File: src/rtl/mem_bus_arbiter.sv
// mem_bus_arbiter: shares one memory bus between IF fetches and MEM accesses, data first
module mem_bus_arbiter #(
  parameter int ADDR_W = 32,
  parameter int DATA_W = 32
) (
  input  logic              clk,
  input  logic              rst,
  input  logic              flush,
  input  logic              inst_req,
  input  logic [ADDR_W-1:0] inst_addr,
  output logic [DATA_W-1:0] inst_rdata,
  output logic              inst_ready,
  input  logic              data_req,
  input  logic              data_we,
  input  logic [3:0]        data_sel,
  input  logic [ADDR_W-1:0] data_addr,
  input  logic [DATA_W-1:0] data_wdata,
  output logic [DATA_W-1:0] data_rdata,
  output logic              data_ready,
  output logic              bus_req,
  output logic              bus_we,
  output logic [3:0]        bus_sel,
  output logic [ADDR_W-1:0] bus_addr,
  output logic [DATA_W-1:0] bus_wdata,
  input  logic [DATA_W-1:0] bus_rdata,
  input  logic              bus_ack,
  output logic              stallreq_if,
  output logic              stallreq_mem
);
  localparam logic [2:0] IDLE  = 3'd0;
  localparam logic [2:0] INST  = 3'd1;
  localparam logic [2:0] DATA  = 3'd2;
  localparam logic [2:0] DRAIN = 3'd3;
  localparam logic [2:0] RESP  = 3'd4;
  logic [2:0] state;
  logic       srv_data;
  // Ready is a RESP-cycle pulse that a same-cycle flush can still cancel
  always_comb begin
    inst_ready   = state == RESP && !srv_data && !flush;
    data_ready   = state == RESP && srv_data && !flush;
    stallreq_if  = inst_req && !inst_ready;
    stallreq_mem = data_req && !data_ready;
  end
  // Transaction sequencing: start in IDLE, wait for ack, drain if flushed, respond once
  always_ff @(posedge clk) begin
    if (rst) begin
      state      <= IDLE;
      srv_data   <= 1'b0;
      bus_req    <= 1'b0;
      bus_we     <= 1'b0;
      bus_sel    <= '0;
      bus_addr   <= '0;
      bus_wdata  <= '0;
      inst_rdata <= '0;
      data_rdata <= '0;
    end else begin
      case (state)
        IDLE: if (!flush && (data_req || inst_req)) begin
          state    <= data_req ? DATA : INST;
          srv_data <= data_req;
          bus_req  <= 1'b1;
          bus_we   <= data_req && data_we;
          bus_sel  <= data_req ? data_sel : 4'hf;
          bus_addr <= data_req ? data_addr : inst_addr;
          if (data_req) bus_wdata <= data_wdata;
        end
        INST, DATA: if (bus_ack) begin
          bus_req <= 1'b0;
          state   <= flush ? IDLE : RESP;
          if (!flush && !bus_we) begin
            if (srv_data) data_rdata <= bus_rdata;
            else inst_rdata <= bus_rdata;
          end
        end else if (flush) state <= DRAIN;
        DRAIN: if (bus_ack) begin
          bus_req <= 1'b0;
          state   <= IDLE;
        end
        default: state <= IDLE;
      endcase
    end
  end
endmodule
File: config.mk
export PLATFORM = sky130hd
export DESIGN_NAME = mem_bus_arbiter
export DESIGN_NICKNAME = d
export VERILOG_FILES = /design/src/rtl/mem_bus_arbiter.sv
export SDC_FILE = /design/constraint.sdc
export NUM_CORES = 1
export LEC_CHECK = 0
export ABC_CLOCK_PERIOD_IN_PS = 5200
export CORE_MARGIN = 2
export CORE_UTILIZATION = 40
export DETAILED_ROUTE_END_ITERATION = 16
export PLACE_DENSITY = 0.88
export RECOVER_POWER = 25
export SETUP_SLACK_MARGIN = 0.3
export SYNTH_ARGS = -nofsm -noshare
export SYNTH_HDL_FRONTEND = slang
export SYNTH_SLANG_ARGS = --single-unit
File: constraint.sdc
create_clock -name clk -period 5.2 [get_ports clk]
set_clock_uncertainty 0.05 [all_clocks]
set_input_delay 1.56 -clock clk [delete_from_list [all_inputs] [get_ports clk]]
set_output_delay 1.56 -clock clk [all_outputs]
set_load 0.03 [all_outputs]
======== Word level (Yosys, flattened, before mapping) ========
Cells that the tools add are included.
operators by class
  equal/unequal tests ..................... 8
  muxes and demuxes ....................... 12
  bitwise operators ....................... 1
  reductions and logical operators ........ 25
operators with widths
  operator                                              number
  two-way mux 32 bit                                    1
  two-way mux 3 bit                                     5
  logical AND 1 bit                                     9
  case mux 3 bit (3 select lines)                       1
  AND reduction 3 bit                                   3
  AND reduction 4 bit                                   2
  equality test 3 x 2 -> 1 bit (second input constant)  2
  logical NOT 1 bit                                     5
  two-way mux 4 bit                                     1
  != test 2 bit (second input constant)                 2
  equality test 3 x 1 -> 1 bit (second input constant)  1
  equality test 3 bit (second input constant)           1
  logical NOT 3 bit                                     1
  != test 3 bit (second input constant)                 1
  OR reduction 3 bit                                    1
  two-way mux 1 bit                                     2
  two-way mux 2 bit                                     1
  != test 2 x 1 -> 1 bit (second input constant)        1
  case mux 1 bit (2 select lines)                       1
  AND reduction 2 bit                                   1
  nonzero test 2 bit                                    1
  OR reduction 2 bit                                    1
  logical OR 1 bit                                      1
  inverter 1 bit                                        1
word-level totals
  register bits ........................... 138
  bits of input ports ..................... 139
  output and inout port bits .............. 138
  logic and storage cells ................. 55

======== Longest topological paths before layout ========
Gate-level depths: netlist of the first run.
  depth in word-level cells ............... 5
  mapped depth ............................ 7
  depth with buffers taken out ............ 3

======== Worst setup path after synthesis of the first run ========
OpenSTA, ideal clock, no wires.
  path type ............................... in2out
  start point ............................. input port flush
  end point ............................... output port stallreq_if
  arrival time ............................ 2.491 ns
  required time ........................... 3.590 ns
  path slack .............................. 1.099 ns
  cell stages on the path ................. 4
  path buffers ............................ 1
  cells stage by stage .................... buf_6 > nor3_1 > and3b_1 > nor2b_1
on the way
  cells in the longest elaborated chain, start to end .. 4
RTL lines
  element               RTL line  source
  start: declaration    8         input logic flush,
  logical NOT 1 bit     39        inst_ready = state == RESP && !srv_data && !flush;
  logical AND 1 bit     39
  named net inst_ready  12        output logic inst_ready,
  logical NOT 1 bit     41        stallreq_if = inst_req && !inst_ready;
  logical AND 1 bit     41
  end: declaration      27        output logic stallreq_if,
The timed path passes the listed nets, and every way through them passes these cells.

======== Worst setup path in the final report of the first run ========
  start point ............................. input port flush
  end point ............................... output port data_ready
on the way
  cells in the longest elaborated chain, start to end .. 2
RTL lines
  element            RTL line  source
  logical NOT 1 bit  40        data_ready = state == RESP && srv_data && !flush;
  logical AND 1 bit  40
  end: declaration   19        output logic data_ready,
Every way passes these cells.

==> results of run 1 <==
## synthesized netlist by cell type, types with 2 or more instances
library cell,number,area [µm²]
a2111oi_0,2,17.5
a211oi_1,32,240
a21oi_1,67,335
a31o_1,30,263
a31o_2,2,17.5
and3_1,2,12.5
buf_1,4,15.0
buf_2,10,50.1
buf_6,4,45.0
clkbuf_1,52,195
dfxtp_1,138,2760
mux2_2,2,22.5
mux2i_1,64,641
nand2_1,34,128
nand2b_1,33,206
nand3_1,35,175
nor2_1,9,33.8
nor4_1,33,206
o21ai_0,35,175
o221a_2,4,45.0
## worst max-delay path, cell delays in order
cell	delay (ns)
clkdlybuf4s50_1	0.44
nor3_1	0.29
and3_1	0.24
clkdlybuf4s50_1	0.67
## layout by cell type (no fill, tap or decap), types with 2 or more instances in the layout
cell type	synthesis	layout
a2111oi_0	2	2
a211oi_1	32	32
a21oi_1	67	67
a31o_1	30	30
a31o_2	2	2
and3_1	2	2
buf_4	0	12
bufinv_16	0	3
clkbuf_1	52	2
clkbuf_16	0	17
clkdlybuf4s50_1	0	239
clkinv_2	0	5
clkinvlp_4	0	2
dfxtp_1	138	138
dlygate4sd3_1	0	35
mux2_2	2	2
mux2i_1	64	64
nand2_1	34	34
nand2b_1	33	33
nand3_1	35	34
nor2_1	9	9
nor4_1	33	32
o21ai_0	35	35
o221a_2	4	4
## sequential cells by signal, indices dropped and copies added (netlist names)
signal,flops
bus_addr,32
bus_wdata,32
bus_we,1
inst_rdata,32
state,3
srv_data,1
bus_sel,4
data_rdata,32
bus_req,1
## metal layers
layer / track usage, % / vias up
met5: 0 / -
met4: 9.59 / 0
met3: 8.49 / 33
met2: 38.8 / 228
met1: 26.4 / 2589
li1: - / 2695
## cells by family (layout without fill, tap and decap cells)
| group | count (synthesis) | after routing | share of synthesized area, % |
|---|---|---|---|
| and+or+nand+nor | 155 | 155 | 14.5 |
| buffers and inverters | 72 | 323 | 5.49 |
| other | 0 | 1 | 0 |
| AOI/OAI and AO/OA | 174 | 174 | 19.5 |
| DFF | 138 | 138 | 48.5 |
| muxes | 66 | 66 | 11.6 |
| xor gates and xnor gates | 2 | 2 | 0.308 |
## power by group through the flow
stage	clock network [W]	logic, W	registers [W]
2_1_floorplan	0	0.000209	0.00128
4_1_cts	0.00123	0.000588	0.00115
3_3_place_gp	0	0.000581	0.00117
3_5_place_dp	0	0.000585	0.00117
5_1_grt	0.00128	0.000622	0.00116
6_report	0.00121	0.000582	0.00115
## cell type report
| cell class | count | area, µm² | share of cell area, % |
|---|---|---|---|
| antenna | 1 | 2.50 | 0.0276 |
| clock buffer | 20 | 447 | 4.92 |
| clock inverter | 12 | 148 | 1.63 |
| inverter | 2 | 7.51 | 0.0827 |
| multi-input combinational | 397 | 2640 | 29.0 |
| sequential | 138 | 2760 | 30.4 |
| tap | 180 | 225 | 2.48 |
| timing repair buffer | 289 | 2850 | 31.4 |
## how the worst max path moves through the flow
stage / startpoint / endpoint / cells past startpoint
6_report: flush / data_ready / 4
5_1_grt: flush / data_ready / 4
4_1_cts: flush / data_ready / 4
3_5_place_dp: flush / data_ready / 4
3_3_place_gp: flush / data_ready / 4
2_1_floorplan: flush / stallreq_if / 4
## through the flow
step	cells	instance area, µm²	util [%]
2_1_floorplan	607	5690	-
3_3_place_gp	1006	8480	61.1
3_5_place_dp	1006	8480	61.1
4_1_cts	1038	9080	65.4
5_1_grt	1039	9080	65.4
6_report	1039	9080	65.4
==> reports/metrics.csv, run 1 <==
stage,metric,value,unit
setup_path,critPathKind,primary input to output pin,
setup_path,crit_fanout,2,
pwr,clkPwrFrac,41.1,%
drt,highest_layer,met4,
run_status,outcome,"finished, violations left",
die,fp-row-count,43,
global_route,grt_max_degree,103,
drt,wl_met2,8810,µm
drt,met1_length,6920,µm
timing,rsz0062_at_grt,false,
drt,dr.pass1.iters,4,
global_route,overflow,0,
timing,slew_violations,103,
pwr,p_seq_share,39.1,%
global_route,grt_pass1_wl,27300,µm
clock_network,clock_path_buffers,2,
layout,areaGrowthSynthToFinish,59.5,%
timing,worstMarginPinSlew,2.09,ns
timing,setup_viol_count_final,0,
die,ioPinCount,277,
pwr,swShare,27.1,%
clock_network,postCtsSetupBuffers,0,
logic_synthesis,ys_ff_latch,138,
timing,fin_tns_setup,0,ns
setup_path,ff2ff_path_depth,4,
logic_synthesis,syn_inst,607,
drt,vias_per_cell,5.34,
logic_synthesis,postSynthAreaPerCell,9.38,µm²
die,die_w,123,µm
layout,drive_gt1_share,6.88,%
setup_path,crit_required,3.59,ns
pwr,p_total,0.00294,W
setup_path,cp.arrival,3.20,ns
clock_network,cts-resized-gates,0,
setup_path,r2r_slack,2.52,ns
die,core,13900,µm²
setup_path,endpoint_kind,output pin,
logic_synthesis,synth_cell_types,35,
run_status,violations,"max-capacitance violations, max-slew violations",
hold_path,hold_class,flop to flop,
flow_run,drv_cap,1,
pwr,power_density,324,nW/µm²
drt,wl_met3,1610,µm
clock_network,clk_pin_slew_worst_paths,0.06,ns
clock_network,cts_made_buffers,17,
layout,num-fill-cells,1138,
die,die-area,15200,µm²
hold_path,holdPathStages,2,
drt,drtIter0Drc,383,
die,start_util,41.0,%
hold_path,whs_endpoint,data_rdata[28]$_SDFFE_PP0P_,
timing,fmax,0.208,GHz
global_route,grt_pass1_vias,5352,
pwr,p_leak,3.54,nW
drt,ant_nets,0,
pwr,comb_power_share,19.8,%
setup_path,start_kind,primary input,
pwr,p_int,0.00214,W
drt,wl_per_cell,17.1,µm
place,port_buffers,276,
drt,routed_wl,17800,µm
logic_synthesis,synth_warnings,0,
clock_network,cts_tree,built,
logic_synthesis,synth-edff-count,0,
timing,period_share,92.5,%
global_route,antenna_found_initial,1,
hold_path,min_from,data_rdata[28]$_SDFFE_PP0P_,
setup_path,r2r-end,inst_rdata[31]$_SDFFE_PP0P_,
timing,relSlewSlack,-39.5,%
timing,setup_ws,0.391,ns
pwr,vdd_ir_drop_max,0.208,mV
place,post-place-ws,0.407,ns
place,hpwl,12000,µm
clock_network,cts_hold_buffers,0,
logic_synthesis,synth_area,5690,µm²
clock_network,clk_latency,0.41,ns
layout,fin_nets,984,
global_route,grt_usage,23.1,%
timing,fin_crit,4.81,ns
logic_synthesis,ys_seq_area_share,48.5,%
pwr,switchingPower,0.000798,W
logic_synthesis,async_reset_ff_share,0,%
drt,remaining_drc_errors,0,
place,gp_congestion,0.791,
setup_path,reg2reg_from,state[2]$_SDFFE_PP0P_,
clock_network,clock_sinks,138,
clock_network,htreeDepth,4,
logic_synthesis,synth_nets,746,
drt,num_vias,5545,
clock_network,root_buffer,clkbuf_16,
die,die_h,123,µm
logic_synthesis,ys.flop_type,dfxtp_1,
timing,hold_violations,0,
timing,hold_ws,0.407,ns
No activity file was read; power rests on OpenSTA's default activity.
==> inputs of run 2 (changes only) <==
--- a/config.mk
+++ b/config.mk
@@ -11,7 +11,7 @@
 export DETAILED_ROUTE_END_ITERATION = 16
 export PLACE_DENSITY = 0.88
 export RECOVER_POWER = 25
-export SETUP_SLACK_MARGIN = 0.3
+export SETUP_SLACK_MARGIN = 0.02
 export SYNTH_ARGS = -nofsm -noshare
 export SYNTH_HDL_FRONTEND = slang
 export SYNTH_SLANG_ARGS = --single-unit
==> results of run 2 <==
Final layout, timing and power as in run 1 (identical DEF).
